==> config.mk <==
export PLATFORM = sky130hd
export DESIGN_NAME = control_sequencer
export DESIGN_NICKNAME = d
export VERILOG_FILES = /design/src/rtl/cu_pkg.sv /design/src/rtl/cu_watchdog.sv /design/src/rtl/control_sequencer.sv
export SDC_FILE = /design/constraint.sdc
export NUM_CORES = 1
export LEC_CHECK = 0
export CAP_MARGIN = 20
export CORE_AREA = 2 2 204 206
export CTS_BUF_LIST = sky130_fd_sc_hd__clkbuf_8 sky130_fd_sc_hd__clkbuf_16
export CTS_CLUSTER_DIAMETER = 120
export DETAILED_ROUTE_END_ITERATION = 8
export DIE_AREA = 0 0 206 208
export PLACE_DENSITY = 0.83
export SLEW_MARGIN = 10
export SYNTH_ARGS = -nofsm -noshare
export SYNTH_HDL_FRONTEND = slang
export SYNTH_SLANG_ARGS = --single-unit
==> constraint.sdc <==
create_clock -name clk -period 23.8 [get_ports clk]
set_input_delay 3.57 -clock clk [delete_from_list [all_inputs] [get_ports clk]]
set_output_delay 3.57 -clock clk [all_outputs]
set_load 0.02 [all_outputs]
==> src/rtl/cu_pkg.sv <==
// Shared types and constants for the multi-cycle control sequencer.
// The sequencer top and its watchdog both import this package.
package cu_pkg;

  typedef enum logic [3:0] {
    IDLE,
    FETCH,
    DECODE,
    READ_REG,
    EXECUTE,
    MEM_READ,
    MEM_WRITE,
    WRITE_REG,
    RETIRE,
    HALT,
    TRAP
  } state_t;

  typedef enum logic [1:0] {
    CAUSE_NONE    = 2'b00,
    CAUSE_TIMEOUT = 2'b01,
    CAUSE_ILLEGAL = 2'b10
  } trap_cause_t;

  localparam logic [6:0] OP_RTYPE  = 7'b0110011;
  localparam logic [6:0] OP_ITYPE  = 7'b0010011;
  localparam logic [6:0] OP_LOAD   = 7'b0000011;
  localparam logic [6:0] OP_STORE  = 7'b0100011;
  localparam logic [6:0] OP_BRANCH = 7'b1100011;
  localparam logic [6:0] OP_JAL    = 7'b1101111;

  localparam logic [2:0] TYPE_R = 3'b000;
  localparam logic [2:0] TYPE_I = 3'b001;
  localparam logic [2:0] TYPE_S = 3'b010;
  localparam logic [2:0] TYPE_B = 3'b011;
  localparam logic [2:0] TYPE_J = 3'b100;

  // Branches with funct3 010/011 have no defined compare, so they are illegal.
  function automatic logic is_legal(input logic [6:0] op, input logic [2:0] f3);
    case (op)
      OP_RTYPE, OP_ITYPE, OP_LOAD, OP_STORE, OP_JAL: return 1'b1;
      OP_BRANCH: return (f3 != 3'b010) && (f3 != 3'b011);
      default:   return 1'b0;
    endcase
  endfunction

endpackage

==> src/rtl/cu_watchdog.sv <==
// Per-state wait watchdog: counts consecutive cycles without a done and
// flags expiry on the last allowed cycle so the FSM can divert to TRAP.
module cu_watchdog #(
  parameter int TIMEOUT_CYCLES = 64
) (
  input  logic clk,
  input  logic reset,
  input  logic clear,
  input  logic count,
  output logic expire
);

  localparam int CW = $clog2(TIMEOUT_CYCLES + 1);

  logic [CW-1:0] cycles;

  always_ff @(posedge clk or posedge reset) begin
    if (reset)
      cycles <= '0;
    else if (clear)
      cycles <= '0;
    else if (count)
      cycles <= cycles + CW'(1);
  end

  assign expire = count && (cycles == CW'(TIMEOUT_CYCLES - 1));

endmodule

==> src/rtl/control_sequencer.sv <==
// Multi-cycle control sequencer: walks FETCH..WRITE_REG with valid/done
// handshakes, owns the PC, resolves branches/JAL and traps on faults.
module control_sequencer
  import cu_pkg::*;
#(
  parameter int              XLEN           = 32,
  parameter int              TIMEOUT_CYCLES = 64,
  parameter logic [XLEN-1:0] RESET_PC       = '0
) (
  input  logic            clk,
  input  logic            reset,
  input  logic            halt_req,
  output logic            fetch_enable,
  output logic [XLEN-1:0] fetch_pc,
  input  logic            fetch_done,
  input  logic [31:0]     instruction,
  output logic            decode_enable,
  output logic [31:0]     instruction_to_decode,
  input  logic            decode_done,
  input  logic [6:0]      opcode,
  input  logic [4:0]      rd,
  input  logic [2:0]      funct3,
  input  logic [4:0]      rs1,
  input  logic [4:0]      rs2,
  input  logic [6:0]      funct7,
  input  logic [XLEN-1:0] imm,
  input  logic [2:0]      instr_type,
  output logic            reg_read_enable,
  output logic [4:0]      reg_rs1,
  output logic [4:0]      reg_rs2,
  input  logic [XLEN-1:0] reg_read_data1,
  input  logic [XLEN-1:0] reg_read_data2,
  input  logic            reg_read_data_valid,
  output logic            reg_write_enable,
  output logic [4:0]      reg_rd,
  output logic [XLEN-1:0] reg_write_data,
  input  logic            reg_write_done,
  output logic            alu_enable,
  output logic [XLEN-1:0] alu_operand1,
  output logic [XLEN-1:0] alu_operand2,
  input  logic            alu_done,
  input  logic [XLEN-1:0] alu_result,
  output logic            memory_read_enable,
  output logic            memory_write_enable,
  output logic [XLEN-1:0] memory_address,
  output logic [XLEN-1:0] memory_write_data,
  input  logic [XLEN-1:0] memory_read_data,
  input  logic            memory_read_data_valid,
  input  logic            memory_write_done,
  output logic            trap,
  output logic [1:0]      trap_cause,
  output logic            halted,
  output logic [31:0]     retired_count
);

  localparam logic [XLEN-1:0] PC_STEP = XLEN'(4);

  state_t          state, state_next;
  trap_cause_t     cause_q;
  logic [XLEN-1:0] pc, rs1_data, rs2_data, imm_q, alu_q, mem_q;
  logic [31:0]     instr_q, retired;
  logic [6:0]      opcode_q;
  logic [4:0]      rd_q, rs1_q, rs2_q;
  logic [2:0]      funct3_q, type_q;
  logic            waiting, done_now, wd_expire, taken;

  // funct7 only selects ALU variants, which the external ALU decodes itself.
  logic unused_funct7;
  assign unused_funct7 = ^funct7;

  always_comb begin
    waiting  = 1'b1;
    done_now = 1'b0;
    case (state)
      FETCH:     done_now = fetch_done;
      DECODE:    done_now = decode_done;
      READ_REG:  done_now = reg_read_data_valid;
      EXECUTE:   done_now = alu_done;
      MEM_READ:  done_now = memory_read_data_valid;
      MEM_WRITE: done_now = memory_write_done;
      WRITE_REG: begin
        waiting  = (rd_q != 5'd0);
        done_now = reg_write_done;
      end
      default:   waiting = 1'b0;
    endcase
  end

  cu_watchdog #(.TIMEOUT_CYCLES(TIMEOUT_CYCLES)) u_watchdog (
    .clk    (clk),
    .reset  (reset),
    .clear  (state_next != state),
    .count  (waiting && !done_now),
    .expire (wd_expire)
  );

  always_comb begin
    case (funct3_q)
      3'b000:  taken = (rs1_data == rs2_data);
      3'b001:  taken = (rs1_data != rs2_data);
      3'b100:  taken = ($signed(rs1_data) <  $signed(rs2_data));
      3'b101:  taken = ($signed(rs1_data) >= $signed(rs2_data));
      3'b110:  taken = (rs1_data <  rs2_data);
      3'b111:  taken = (rs1_data >= rs2_data);
      default: taken = 1'b0;
    endcase
  end

  always_comb begin
    state_next = state;
    case (state)
      IDLE:      state_next = FETCH;
      FETCH:     if (fetch_done) state_next = DECODE;
      DECODE:    if (decode_done) state_next = is_legal(opcode, funct3) ? READ_REG : TRAP;
      READ_REG:  if (reg_read_data_valid) state_next = EXECUTE;
      EXECUTE:
        if (alu_done) begin
          case (opcode_q)
            OP_LOAD:   state_next = MEM_READ;
            OP_STORE:  state_next = MEM_WRITE;
            OP_BRANCH: state_next = RETIRE;
            default:   state_next = WRITE_REG;
          endcase
        end
      MEM_READ:  if (memory_read_data_valid) state_next = WRITE_REG;
      MEM_WRITE: if (memory_write_done) state_next = RETIRE;
      WRITE_REG: if (rd_q == 5'd0 || reg_write_done) state_next = RETIRE;
      RETIRE:    state_next = halt_req ? HALT : FETCH;
      HALT:      if (!halt_req) state_next = FETCH;
      TRAP:      state_next = TRAP;
      default:   state_next = IDLE;
    endcase
    if (wd_expire) state_next = TRAP;
  end

  // Operand/result registers only load on their stage's handshake, so PC and
  // the retire counter stay frozen in HALT and TRAP without extra gating.
  always_ff @(posedge clk or posedge reset) begin
    if (reset) begin
      state    <= IDLE;
      cause_q  <= CAUSE_NONE;
      pc       <= RESET_PC;
      retired  <= '0;
      instr_q  <= '0;
      opcode_q <= '0;
      rd_q     <= '0;
      funct3_q <= '0;
      rs1_q    <= '0;
      rs2_q    <= '0;
      type_q   <= '0;
      imm_q    <= '0;
      rs1_data <= '0;
      rs2_data <= '0;
      alu_q    <= '0;
      mem_q    <= '0;
    end else begin
      state <= state_next;
      if (state_next == TRAP && state != TRAP)
        cause_q <= wd_expire ? CAUSE_TIMEOUT : CAUSE_ILLEGAL;
      case (state)
        FETCH: if (fetch_done) instr_q <= instruction;
        DECODE:
          if (decode_done) begin
            opcode_q <= opcode;
            rd_q     <= rd;
            funct3_q <= funct3;
            rs1_q    <= rs1;
            rs2_q    <= rs2;
            type_q   <= instr_type;
            imm_q    <= imm;
          end
        READ_REG:
          if (reg_read_data_valid) begin
            rs1_data <= reg_read_data1;
            rs2_data <= reg_read_data2;
          end
        EXECUTE:  if (alu_done) alu_q <= alu_result;
        MEM_READ: if (memory_read_data_valid) mem_q <= memory_read_data;
        RETIRE: begin
          retired <= retired + 32'd1;
          pc      <= (opcode_q == OP_JAL || (opcode_q == OP_BRANCH && taken)) ? alu_q : pc + PC_STEP;
        end
        default: ;
      endcase
    end
  end

  always_comb begin
    fetch_enable          = 1'b0;
    fetch_pc              = '0;
    decode_enable         = 1'b0;
    instruction_to_decode = '0;
    reg_read_enable       = 1'b0;
    reg_rs1               = '0;
    reg_rs2               = '0;
    reg_write_enable      = 1'b0;
    reg_rd                = '0;
    reg_write_data        = '0;
    alu_enable            = 1'b0;
    alu_operand1          = '0;
    alu_operand2          = '0;
    memory_read_enable    = 1'b0;
    memory_write_enable   = 1'b0;
    memory_address        = '0;
    memory_write_data     = '0;
    case (state)
      FETCH: begin
        fetch_enable = 1'b1;
        fetch_pc     = pc;
      end
      DECODE: begin
        decode_enable         = 1'b1;
        instruction_to_decode = instr_q;
      end
      READ_REG: begin
        reg_read_enable = 1'b1;
        reg_rs1         = rs1_q;
        reg_rs2         = rs2_q;
      end
      EXECUTE: begin
        alu_enable = 1'b1;
        case (type_q)
          TYPE_I, TYPE_S: begin
            alu_operand1 = rs1_data;
            alu_operand2 = imm_q;
          end
          TYPE_B, TYPE_J: begin
            alu_operand1 = pc;
            alu_operand2 = imm_q;
          end
          default: begin
            alu_operand1 = rs1_data;
            alu_operand2 = rs2_data;
          end
        endcase
      end
      MEM_READ: begin
        memory_read_enable = 1'b1;
        memory_address     = alu_q;
      end
      MEM_WRITE: begin
        memory_write_enable = 1'b1;
        memory_address      = alu_q;
        memory_write_data   = rs2_data;
      end
      WRITE_REG:
        if (rd_q != 5'd0) begin
          reg_write_enable = 1'b1;
          reg_rd           = rd_q;
          reg_write_data   = (opcode_q == OP_LOAD) ? mem_q :
                             (opcode_q == OP_JAL)  ? pc + PC_STEP : alu_q;
        end
      default: ;
    endcase
  end

  assign trap          = (state == TRAP);
  assign trap_cause    = cause_q;
  assign halted        = (state == HALT);
  assign retired_count = retired;

endmodule

## Yosys cells after proc, flatten, opt, wreduce, memory -nomap -nowiden

Cells that the tools add are included.

| storage, ports and cells | value |
|---|---|
| register bits | 297 |
| input port bits | 237 |
| output and inout bits | 282 |

| operators by class | value |
|---|---|
| add/subtract/negate cells | 3 |
| magnitude comparators | 4 |
| eq/ne operators | 37 |
| mux-type cells | 47 |
| reductions and logical operators | 23 |

Operators with widths:

| operator | number |
|---|---|
| 32-bit 2-to-1 mux | 13 |
| 32-bit greater-or-equal comparator | 2 |
| 32-bit less-than comparator | 2 |
| 4-bit 2-to-1 mux | 11 |
| 4-bit case mux with 11 select lines | 1 |
| 32-bit by 1-bit adder with 32-bit output (second input constant) | 1 |
| 32-bit by 3-bit adder with 32-bit output (second input constant) | 1 |
| 32-bit == test | 1 |
| 32-bit inequality test | 1 |
| 7-bit by 6-bit == test with 1-bit output (second input constant) | 4 |
| 7-bit == test (second input constant) | 4 |
| 5-bit 2-to-1 mux | 4 |
| 4-bit by 3-bit == test with 1-bit output (second input constant) | 4 |
| 4-bit == test (second input constant) | 4 |
| 3-bit == test (second input constant) | 5 |
| 7-bit by 2-bit == test with 1-bit output (second input constant) | 2 |
| 7-bit 2-to-1 mux | 2 |
| 4-bit case mux with 3 select lines | 1 |
| 1-bit 2-to-1 mux | 10 |
| 2-bit AND reduction | 5 |
| 4-bit by 2-bit == test with 1-bit output (second input constant) | 2 |
| 7-bit by 1-bit adder with 7-bit output (second input constant) | 1 |
| 7-bit by 5-bit == test with 1-bit output (second input constant) | 1 |
| 1-bit case mux with 7 select lines | 1 |
| other kinds (21) | 31 |

## Logic depth before layout (Yosys ltp)

| logic depth | value |
|---|---|
| word-level depth | 11 |
| depth in mapped cells | 13 |

## Modules after synthesis

From an unflattened synthesis, not the netlist that was laid out.

| unflattened totals | value |
|---|---|
| cell total of the unflattened synthesis | 1708 |
| area, all modules | 16278.1 um^2 |

By module, submodules not included:

| module | instances | cells each | area an instance (um^2) | sequential area each (um^2) |
|---|---|---|---|---|
| control_sequencer | 1 | 1677 | 15962.8 | 7257.0 |
| cu_watchdog | 1 | 31 | 315.3 | 175.2 |

## Worst setup path after synthesis

Ideal clock, no wire load.

| timing path | value |
|---|---|
| path kind | reg-to-output |
| start point | register pc[2] |
| end point | output reg_write_data[24] |
| arrival | 2.601 ns |
| path slack | 17.629 ns |
| cell stages (with the launch flop) | 12 |
| buffers on the path | 1 |
| path through | dfrtp_1 > ha_1 > nand4_1 > or3_1 > clkbuf_1 > nor2_1 > nand3_1 > nor2_1 > nand4_1 > xnor2_1 > mux2_2 > a22o_1 |

| between the ends | value |
|---|---|
| longest elaborated chain between the ends | 5 |

Ends and longest elaborated chain:

| element | line | source |
|---|---|---|
| start: declaration | control_sequencer.sv:60 | `logic [XLEN-1:0] pc, rs1_data, rs2_data, imm_q, alu_q, mem_q;` |
| start signal: assignment | control_sequencer.sv:181 | `pc <= (opcode_q == OP_JAL \|\| (opcode_q == OP_BRANCH && taken)) ? alu_q : pc + PC_STEP;` |
| 32-bit by 3-bit adder with 32-bit output | control_sequencer.sv:251 | `(opcode_q == OP_JAL) ? pc + PC_STEP : alu_q;` |
| 32-bit 2-to-1 mux | control_sequencer.sv:251 |  |
| 32-bit 2-to-1 mux | control_sequencer.sv:250 | `reg_write_data = (opcode_q == OP_LOAD) ? mem_q :` |
| 32-bit 2-to-1 mux | control_sequencer.sv:247 | `if (rd_q != 5'd0) begin` |
| 32-bit 2-to-1 mux | control_sequencer.sv:206 | `case (state)` |
| end: declaration | control_sequencer.sv:36 | `output logic [XLEN-1:0] reg_write_data,` |

No other way between the ends.

## Final worst setup path

| timing path | value |
|---|---|
| start point | register pc[3] |
| end point | output reg_write_data[28] |

Same word-level chain as after synthesis.

==> results.py <==
metrics = {
    "power_and_ir_drop": {
        "p_int_mw": 1.51,
        "ir_drop_uv": 83.4,
        "swShare": 0.383,
        "p_seq_frac": 0.357,
        "netSwitchingPower_uw": 938,
        "clock_power_share": 0.225,
        "p_leak_nw": 9.62,
        "power.density_mw_per_mm2": 107,
        "combPwrFrac": 0.418,
        "finalPower_mw": 2.45,
    },
    "die": {
        "dieArea_sq_mm": 0.0428,
        "die_h_um": 208,
        "initial_core_util": 0.399,
        "coreArea_sq_mm": 0.0406,
        "die_x_um": 206,
        "placementRows": 74,
        "io-pin-count": 519,
    },
    "place": {
        "post-place-cells": 2591,
        "dp_hpwl_um": 42400,
        "gp_congestion": 0.950,
        "dpl_worst_slack_ns": 16.51,
        "port_buffers": 511,
    },
    "detailed_routing": {
        "vias_per_cell": 5.39,
        "vias": 14300,
        "drt_first_pass_iters": 7,
        "wl_um": 56700,
        "first_iter_violations": 918,
        "wl_per_cell_um": 21.4,
        "ant_nets": 0,
        "drc": 0,
    },
    "critical_path": {
        "critPathLaunchType": "flip-flop",
        "crit_path_end_kind": "output port",
        "cp_top_family": "simple AND/OR/NAND/NOR gates",
        "path_cells": "ha_1 -> nand4_1 -> or3_1 -> nor4_2 -> nand3_1 -> xnor2_1 -> nand2_1 -> a21oi_1 -> a21oi_1 -> nor2_1 -> clkdlybuf4s50_1",
        "required_ns": 20.23,
        "worst_path_max_delay_cell": "clkdlybuf4s50_1",
        "cp_common_cell": "a21oi_1",
        "critPathArrivalTime_ns": 4.36,
        "slowest_delay_ns": 0.62,
        "crit_type": "flip-flop to output port",
        "path_max_fanout": 6,
        "crit_buf_inv": 1,
    },
    "clock_tree": {
        "post_cts_buffers": 0,
        "clock-sinks": 297,
        "cts_root_buf": "clkbuf_16",
        "htree_levels": 2,
        "clkLatencyLatePin_ns": 0.54,
        "cts_buffer_depth": 3,
        "clkTransAtPathRegs_ns": 0.06,
        "cts_buffers": 35,
        "cts_hold_buffers": 0,
        "cts_resized": 0,
        "cts_tree": "yes",
    },
    "logic_synthesis": {
        "yosys_register_bits": 297,
        "avgSynthCellArea_sq_um": 9.95,
        "ys_seq_area_frac": 0.459,
        "synth-compound-area-share": 0.0884,
        "yosysUniqueCellTypes": 65,
        "synth_edf_count": 0,
        "yosys.area_share.adder": 0.0271,
        "synthMuxAreaShare": 0.173,
        "syn-cell-area_sq_mm": 0.0162,
        "synth_nets": 1899,
        "synth-main-ff-cell": "dfrtp_1",
        "syn_inst": 1627,
        "ys.warnings.count": 0,
        "synth_xor_area_frac": 0.0373,
        "synthSimpleGateAreaFrac": 0.173,
        "synth_top_family_by_area": "simple AND/OR/NAND/NOR gates",
        "async_flop_share": 1.00,
    },
    "sta": {
        "rsz0062_at_grt": "no",
        "fin_setup_tns_ns": 0,
        "setup_violations": 0,
        "slew_violations": 0,
        "fmax_mhz": 126,
        "skew_ns": 0.0141,
        "min_period_ns": 7.93,
        "tightest_slew_ns": 1.02,
        "fin_ws_ns": 15.87,
        "period_share": 0.333,
        "relSlewSlack": 0.322,
        "finalHoldViolCount": 0,
    },
    "global_route": {
        "grt_first_pass_wirelength_um": 86300,
        "overflow": 0,
        "grt_usage": 0.261,
        "grt_antenna_before_repair": 0,
        "grt_max_degree": 88,
        "grt_pass1_vias": 15000,
    },
    "layout": {
        "final_cell_mix": "clkdlybuf4s50_1, dfrtp_1, mux2_2, nand2_1, nor2_1",
        "final_common_cell": "clkdlybuf4s50_1",
        "stdcell_count": 2654,
        "drive_gt1_frac": 0.158,
        "syn_to_final_growth_pct": 42.1,
        "layout.nets": 2369,
    },
    "run": {
        "max_cap_viol_count": 0,
    },
    "hold_path": {
        "min_path_type": "flip-flop to flip-flop",
    },
    "run_status": {
        "status": "completed",
    },
}
==> cell usage after synthesis, types with 2 or more instances <==
cell type / number / area, sq um
nand2_1: 195 / 732
nor4_4: 2 / 42.5
o2111ai_2: 2 / 30.0
o21ai_0: 19 / 95.1
buf_1: 21 / 78.8
nor3_1: 22 / 110
dfrtp_1: 297 / 7430
o31ai_1: 2 / 15.0
ha_1: 35 / 438
o21a_1: 2 / 15.0
a211o_1: 3 / 26.3
nor2_1: 140 / 526
or3_1: 4 / 25.0
clkbuf_1: 68 / 255
a2bb2oi_1: 14 / 123
nand3_1: 35 / 175
a21oi_1: 126 / 631
nor4_2: 2 / 25.0
nand4_1: 26 / 163
o22ai_1: 3 / 18.8
buf_6: 5 / 56.3
xnor2_1: 48 / 420
o211ai_1: 5 / 37.5
and4_1: 5 / 43.8
nor4b_1: 2 / 17.5
nand4_2: 2 / 25.0
nand2b_1: 5 / 31.3
a22o_1: 3 / 26.3
mux2_2: 224 / 2520
o21ai_1: 2 / 10.0
inv_1: 68 / 255
a211oi_1: 25 / 188
mux2i_1: 26 / 260
nand3b_1: 2 / 15.0
and3_1: 9 / 56.3
buf_2: 6 / 30.0
nor2b_1: 32 / 200
a21o_1: 2 / 15.0
xor2_1: 21 / 184
and2_1: 79 / 494
nor4_1: 7 / 43.8
a221o_1: 8 / 80.1
==> through the flow <==
stage / hold slack, ns / area (sq um) / utilization
floorplan: 0.470 / 16200 / -
finish: 0.497 / 23000 / 0.567
global placement: 0.460 / 21800 / 0.537
global route: 0.514 / 23000 / 0.567
CTS: 0.501 / 23000 / 0.566
detailed placement: 0.488 / 21800 / 0.537
==> area by class of cell <==
type                       count  area [sq um]
fill                        3388         17600
multi-input combinational   1160          8130
sequential                   297          7430
timing repair buffer         535          5320
clock buffer                  47          1060
tap                          532           666
inverter                      68           263
clock inverter                14           115
antenna                        1          2.50
==> sequential cells by signal (all words and copies together) (netlist names) <==
name,count
alu_q,32
funct3_q,3
imm_q,32
instr_q,32
mem_q,32
opcode_q,7
pc,32
rd_q,5
retired_count,32
rs1_data,32
rs1_q,5
rs2_data,32
rs2_q,5
state,4
trap_cause,2
type_q,3
u_watchdog.cycles,7
==> path summary, 6_finish.rpt <==
| kind | start | to | slack (ns) | depth (start not counted) |
|---|---|---|---|---|
| max in group asynchronous | reset | opcode_q[3] | 18.01 | 4 |
| max | pc[3] | reg_write_data[28] | 15.87 | 11 |
| min | rs2_q[2] | rs2_q[2] | 0.50 | 1 |
| min reg2reg | rs2_q[2] | rs2_q[2] | 0.50 | 1 |
| min in group asynchronous | reset | retired_count[20] | 3.49 | 2 |
| max reg2reg | state[2] | u_watchdog.cycles[2] | 20.03 | 12 |
==> layer usage <==
| layer | share of wire | up-vias | GRT usage |
|---|---|---|---|
| li1 | - | 6528 | - |
| met1 | 0.39 | 7076 | 0.317 |
| met2 | 0.50 | 586 | 0.453 |
| met3 | 0.075 | 117 | 0.0611 |
| met4 | 0.031 | 0 | 0.0847 |
| met5 | 0 | - | 0 |
==> cells by family (layout without fill, tap and decap cells) <==
kind of cell | Yosys count | in the layout
other cells | 0 | 1
fa+ha+maj | 35 | 35
compound gates | 229 | 229
buf+inv | 170 | 664
simple gates | 576 | 576
mux | 251 | 251
xor+xnor | 69 | 69
flops | 297 | 297
==> power groups by stage <==
| stage | registers (mW) | clock network [mW] | logic [mW] |
|---|---|---|---|
| floorplan | 0.809 | 0 | 0.691 |
| global placement | 0.863 | 0 | 0.989 |
| detailed placement | 0.878 | 0 | 1.02 |
| CTS | 0.871 | 0.562 | 1.03 |
| global route | 0.898 | 0.583 | 1.12 |
| finish | 0.874 | 0.552 | 1.02 |
==> worst reg2reg max path: stages (launching register included) <==
cell	delay (ns)
dfrtp_1	0.62
inv_1	0.35
nor2_1	0.12
nand2_2	0.09
buf_4	0.60
inv_1	0.14
nand2_1	0.10
buf_4	0.42
nor3_1	0.10
nor3_1	0.51
xor2_1	0.22
o2111ai_2	0.24
nor2b_1	0.18
No activity file was read; power rests on OpenSTA's default activity.
